===== src/rtl/imu_pkg.sv =====
// Shared types and constants for the IMU frame assembler: FSM encoding,
// frame geometry and the word order of the burst read.
package imu_pkg;

  localparam int NUM_WORDS       = 7;
  localparam int BYTES_PER_FRAME = 2 * NUM_WORDS;
  localparam int IDX_W           = 4;
  localparam int WSEL_W          = IDX_W - 1;

  localparam int IDX_AX   = 0;
  localparam int IDX_AY   = 1;
  localparam int IDX_AZ   = 2;
  localparam int IDX_TEMP = 3;
  localparam int IDX_GX   = 4;
  localparam int IDX_GY   = 5;
  localparam int IDX_GZ   = 6;

  typedef logic [IDX_W-1:0] byte_idx_t;

  localparam byte_idx_t LAST_IDX = byte_idx_t'(BYTES_PER_FRAME - 1);

  typedef enum logic [1:0] {
    ST_IDLE    = 2'd0,
    ST_COLLECT = 2'd1,
    ST_COMMIT  = 2'd2
  } state_e;

endpackage


===== src/rtl/iic_watchdog.sv =====
// Reloadable inactivity counter: counts enabled, uncleared cycles and
// raises a combinational expire strobe on the last allowed cycle.
module iic_watchdog #(
  parameter int TIMEOUT_CYCLES = 50000,
  parameter int TO_W           = 16
) (
  input  logic clk,
  input  logic rst_n,
  input  logic clear,
  input  logic enable,
  output logic expire
);

  localparam logic [TO_W-1:0] LIMIT = TO_W'(TIMEOUT_CYCLES - 1);

  logic [TO_W-1:0] cnt_q, cnt_d;

  assign expire = enable && !clear && (cnt_q == LIMIT);

  // Counter parks at zero whenever the owner is not collecting.
  always_comb begin
    cnt_d = cnt_q + 1'b1;
    if (clear || !enable || expire) begin
      cnt_d = '0;
    end
  end

  always_ff @(posedge clk or negedge rst_n) begin
    if (!rst_n) begin
      cnt_q <= '0;
    end else begin
      cnt_q <= cnt_d;
    end
  end

endmodule


===== src/rtl/imu_frame_assembler.sv =====
// Packs the I2C burst-read byte stream into a seven-word IMU frame and
// publishes it atomically; truncated frames are aborted with frame_err.
module imu_frame_assembler
  import imu_pkg::*;
#(
  parameter int TIMEOUT_CYCLES = 50000,
  parameter int TO_W           = 16
) (
  input  logic               clk,
  input  logic               rst_n,
  input  logic [7:0]         byte_in,
  input  logic               byte_valid,
  input  logic               frame_start,
  output logic signed [15:0] accel_x,
  output logic signed [15:0] accel_y,
  output logic signed [15:0] accel_z,
  output logic signed [15:0] temp_raw,
  output logic signed [15:0] gyro_x,
  output logic signed [15:0] gyro_y,
  output logic signed [15:0] gyro_z,
  output logic               frame_valid,
  output logic               frame_err,
  output logic               busy
);

  state_e            state_q, state_d;
  byte_idx_t         idx_q, idx_d, wr_idx;
  logic              err_q, err_d;
  logic [15:0]       shadow_q    [NUM_WORDS];
  logic [15:0]       words_q     [NUM_WORDS];
  logic [15:0]       commit_word [NUM_WORDS];
  logic              collecting, accept, last_byte, wd_clear, expire;
  logic [WSEL_W-1:0] word_sel;

  // frame_start wins over a coincident byte, which becomes byte 0.
  assign collecting = (state_q == ST_COLLECT);
  assign accept     = byte_valid && (frame_start || collecting);
  assign wr_idx     = frame_start ? '0 : idx_q;
  assign word_sel   = wr_idx[IDX_W-1:1];
  assign last_byte  = accept && (wr_idx == LAST_IDX);
  assign wd_clear   = frame_start || accept;

  iic_watchdog #(
    .TIMEOUT_CYCLES(TIMEOUT_CYCLES),
    .TO_W          (TO_W)
  ) u_watchdog (
    .clk   (clk),
    .rst_n (rst_n),
    .clear (wd_clear),
    .enable(collecting),
    .expire(expire)
  );

  always_ff @(posedge clk or negedge rst_n) begin
    if (!rst_n) begin
      state_q <= ST_IDLE;
      idx_q   <= '0;
      err_q   <= 1'b0;
    end else begin
      state_q <= state_d;
      idx_q   <= idx_d;
      err_q   <= err_d;
    end
  end

  always_comb begin
    state_d = state_q;
    idx_d   = idx_q;
    err_d   = 1'b0;
    if (frame_start) begin
      state_d = ST_COLLECT;
      idx_d   = byte_valid ? byte_idx_t'(1) : '0;
      err_d   = collecting && (idx_q != '0);
    end else begin
      case (state_q)
        ST_COLLECT: begin
          if (accept) begin
            if (last_byte) begin
              state_d = ST_COMMIT;
              idx_d   = '0;
            end else begin
              idx_d = idx_q + 1'b1;
            end
          end else if (expire) begin
            state_d = ST_IDLE;
            idx_d   = '0;
            err_d   = 1'b1;
          end
        end
        ST_COMMIT: state_d = ST_IDLE;
        default:   state_d = state_q;
      endcase
    end
  end

  always_comb begin
    frame_valid = (state_q == ST_COMMIT);
    busy        = (state_q != ST_IDLE);
    frame_err   = err_q;
  end

  // Shadow buffer carries no reset; only completed frames ever leave it.
  always_ff @(posedge clk) begin
    if (accept) begin
      for (int i = 0; i < NUM_WORDS; i++) begin
        if (word_sel == WSEL_W'(i)) begin
          if (wr_idx[0]) shadow_q[i][7:0]  <= byte_in;
          else           shadow_q[i][15:8] <= byte_in;
        end
      end
    end
  end

  // The final low byte bypasses the shadow so the commit lands one edge early.
  for (genvar gi = 0; gi < NUM_WORDS; gi++) begin : g_commit
    if (gi == NUM_WORDS - 1) begin : g_last
      assign commit_word[gi] = {shadow_q[gi][15:8], byte_in};
    end else begin : g_body
      assign commit_word[gi] = shadow_q[gi];
    end
  end

  always_ff @(posedge clk or negedge rst_n) begin
    if (!rst_n) begin
      for (int i = 0; i < NUM_WORDS; i++) words_q[i] <= '0;
    end else if (last_byte) begin
      for (int i = 0; i < NUM_WORDS; i++) words_q[i] <= commit_word[i];
    end
  end

  assign accel_x  = words_q[IDX_AX];
  assign accel_y  = words_q[IDX_AY];
  assign accel_z  = words_q[IDX_AZ];
  assign temp_raw = words_q[IDX_TEMP];
  assign gyro_x   = words_q[IDX_GX];
  assign gyro_y   = words_q[IDX_GY];
  assign gyro_z   = words_q[IDX_GZ];

endmodule


===== config.mk =====
export PLATFORM = sky130hd
export DESIGN_NAME = imu_frame_assembler
export DESIGN_NICKNAME = d
export VERILOG_FILES = /design/src/rtl/imu_pkg.sv /design/src/rtl/iic_watchdog.sv /design/src/rtl/imu_frame_assembler.sv
export SDC_FILE = /design/constraint.sdc
export NUM_CORES = 1
export LEC_CHECK = 0
export CAP_MARGIN = 40
export CORE_MARGIN = 2
export CORE_UTILIZATION = 48
export DETAILED_ROUTE_END_ITERATION = 8
export GPL_TIMING_DRIVEN = 1
export HOLD_SLACK_MARGIN = 0.15
export PLACE_DENSITY = 0.79
export SYNTH_ARGS = -nofsm -noshare
export SYNTH_HDL_FRONTEND = slang
export SYNTH_SLANG_ARGS = --single-unit

===== constraint.sdc =====
create_clock -name clk -period 2.3 [get_ports clk]
set_input_delay 0.46 -clock clk [delete_from_list [all_inputs] [get_ports clk]]
set_output_delay 0.46 -clock clk [all_outputs]
set_load 0.005 [all_outputs]

==> reports/qor.csv <==
metric,value,unit
TritonCTS Buffers,25,
hold path start,shadow_q[2][10],
largest net degree at the start of global routing,55,
CP arrival,1.71,ns
share of the synthesized area in the top cell type,0.392,
Overflow after GRT,0,
via count,4778,
remaining antenna violation count after routing,0,
global-route wire length before repair,28400,um
die width,138,um
Die ar.,19100,um^2
initial core utilization,0.485,
leakage power,4.75,nW
fill count,1242,
Final Max Tran Viols,0,
total track usage,0.188,
HPWL Detailed,11600,um
"flops & latches, synth",239,
crit-path cells,"or2_2, clkdlybuf4s50_1",
first drt pass iteration count,4,
FF-to-FF Start,idx_q[1],
Achievable Freq,0.461,GHz
Cells after Synth,485,
most frequent cells in the layout,"dfrtp_1 (135), clkdlybuf4s50_1 (125), mux2_2 (112)",
CP Launch Type,flop,
Worst-Skew Late Latency,0.50,ns
Syn Std Cell Area,8630,um^2
Rows,49,
post-route setup TNS,0,ns
syn_nets,500,
critical path's slowest cell,clkdlybuf4s50_1,
"commonest non-fill, non-tap cell in the layout",dfrtp_1,
endpoints failing setup,0,
Final Hold Fails,0,
Area Overhead vs Synth,32.0,%
initial antenna violation count,0,
CTS tree,built,
Worst Tran Pin Value,0.521,ns
RSZ-0062 raised after global routing,false,
number of synthesis warnings,0,
Cell Pwr Density,786,nW/um^2
Worst Hold Depth,1,
MaxCap Viol Count,0,
clock slew seen by the registers of the worst setup and hold paths,0.06,ns
final RePlAce weighted congestion,0.820,
Synth area leaders,"dfrtp_1 (39%), edfxtp_1 (36%), mux2_2 (15%)",
WL/cell,19.6,um
area of the core,17800,um^2
Die Span Y,138,um
critical-path maximum fanout,7,
Critical Path Sink Type,output pin,
Crit. Startpoint,state_q[0],
clk sinks,239,
worst hold path type,flop to flop,
starting DRC count in detailed routing,335,
# port buffers,126,
"slowest stage delay, CP",0.45,ns
number of global-route vias before repair,5043,
status,completed,
"Net count, final",678,
share of post-route cells with drive strength above 1,0.302,
Slew headroom,0.652,
diodes inserted,0,
clock tree buffer depth,3,
clock skew,0.00898,ns
# DRC,0,
drt total wl,17900,um
# IOs,127,
R2R cell count,5,
"area leader, netlist",dfrtp_1,
post-synthesis sequential area ratio,0.754,
"Primary FF master, synth",dfrtp_1,
Via-to-Cell Ratio,5.24,
Final Critical Period,2.17,ns
fraction of registers with async set/reset,0.565,
Final Util,0.640,
period utilization,0.944,
flop2flop setup slack,0.31,ns
Root Driver,clkbuf_16,
peak supply drop,0.000491,V
CTS HTree Levels,1,
Setup CP Type,flop to output pin,
Synth Area per Inst,17.8,um^2
worst path required time,1.84,ns
number of synthesized flops with an enable pin,104,
post-synth cell types,44,
-- power by group --
| part | internal, mW | leakage [nW] | total, mW | switching (mW) |
|---|---|---|---|---|
| sequential | 4.49 | 2.82 | 4.51 | 0.0168 |
| combinational | 0.0716 | 1.50 | 0.219 | 0.147 |
| clock | 2.62 | 0.435 | 4.22 | 1.60 |
| total | 7.18 | 4.75 | 8.95 | 1.77 |
-- logic make-up (layout without fill, tap and decap cells) --
kind of cell | after synthesis | after routing | synth area share
buf+inv | 21 | 218 | 0.0177
simple gates | 83 | 83 | 0.0534
flops | 239 | 239 | 0.754
fa+ha+maj | 3 | 3 | 0.00435
compound gates | 14 | 14 | 0.0116
xor+xnor | 13 | 13 | 0.0132
mux | 112 | 112 | 0.146
-- per-stage QoR --
stage	hold WS, ns	power [mW]	setup slack [ns]	area [um^2]	cells
after global routing	0.487	9.24	0.0628	11400	911
after CTS	0.468	9.04	0.100	11400	911
after global placement	0.457	4.80	0.0592	10500	864
after detailed placement	0.463	4.81	0.0358	10500	864
after floorplan	0.164	4.64	0.123	8630	485
final	0.471	8.95	0.130	11400	911
-- flip-flops by register name, summed over array words and instances, names as in the netlist --
register / cells
idx_q: 4
u_watchdog.cnt_q: 16
state_q: 2
gyro_y: 16
gyro_z: 16
accel_z: 16
accel_x: 16
frame_err: 1
gyro_x: 16
accel_y: 16
shadow_q: 104
temp_raw: 16
-- repair_timing --
| item | CTS | global route |
|---|---|---|
| setup buffers | 0 | 0 |
| resized for setup | 0 | 0 |
| hold buffers | 1 | 0 |
| hold endpoints to repair | 52 | 0 |
-- Yosys cell counts, types with 3 or more instances --
cell type / count
nand3_1: 5
buf_6: 9
nor3_1: 8
inv_1: 5
mux2_2: 112
ha_1: 3
xnor2_1: 11
nand2_1: 7
nor4b_1: 3
dfrtp_1: 135
nor4_1: 8
nand4_1: 3
a21oi_1: 3
and3_1: 3
buf_2: 5
nand2b_1: 3
nor2_1: 27
edfxtp_1: 104
-- critical path: cells and delay by family, from the launching register on --
family / cells / cell delay (ns)
AND/OR/NAND/NOR: 1 / 0.32
flip-flops: 1 / 0.44
buffers and inverters: 1 / 0.45
-- routing by layer --
metal / vias up / global-route usage / part of all wire
met5: - / 0 / 0
met4: 0 / 0.0462 / 0.015
met3: 23 / 0.0360 / 0.050
met2: 120 / 0.327 / 0.51
met1: 2496 / 0.246 / 0.43
li1: 2139 / - / -
-- layout make-up --
type,count,area [um^2],area share
Tap cell,229,287,0.0252
Sequential cell,239,6500,0.571
Clock inverter,15,190,0.0167
Clock buffer,31,699,0.0614
Timing Repair Buffer,167,1690,0.148
Inverter,5,18.8,0.00165
Multi-Input combinational cell,225,2000,0.176
-- path summary, 6_finish.rpt --
kind                               end
min                        accel_z[10]
min in group asynchronous    gyro_z[2]
max in group asynchronous   gyro_y[14]
max reg2reg                  gyro_y[5]
max                               busy
min reg2reg                accel_z[10]
No activity file was read; power rests on OpenSTA's default activity.
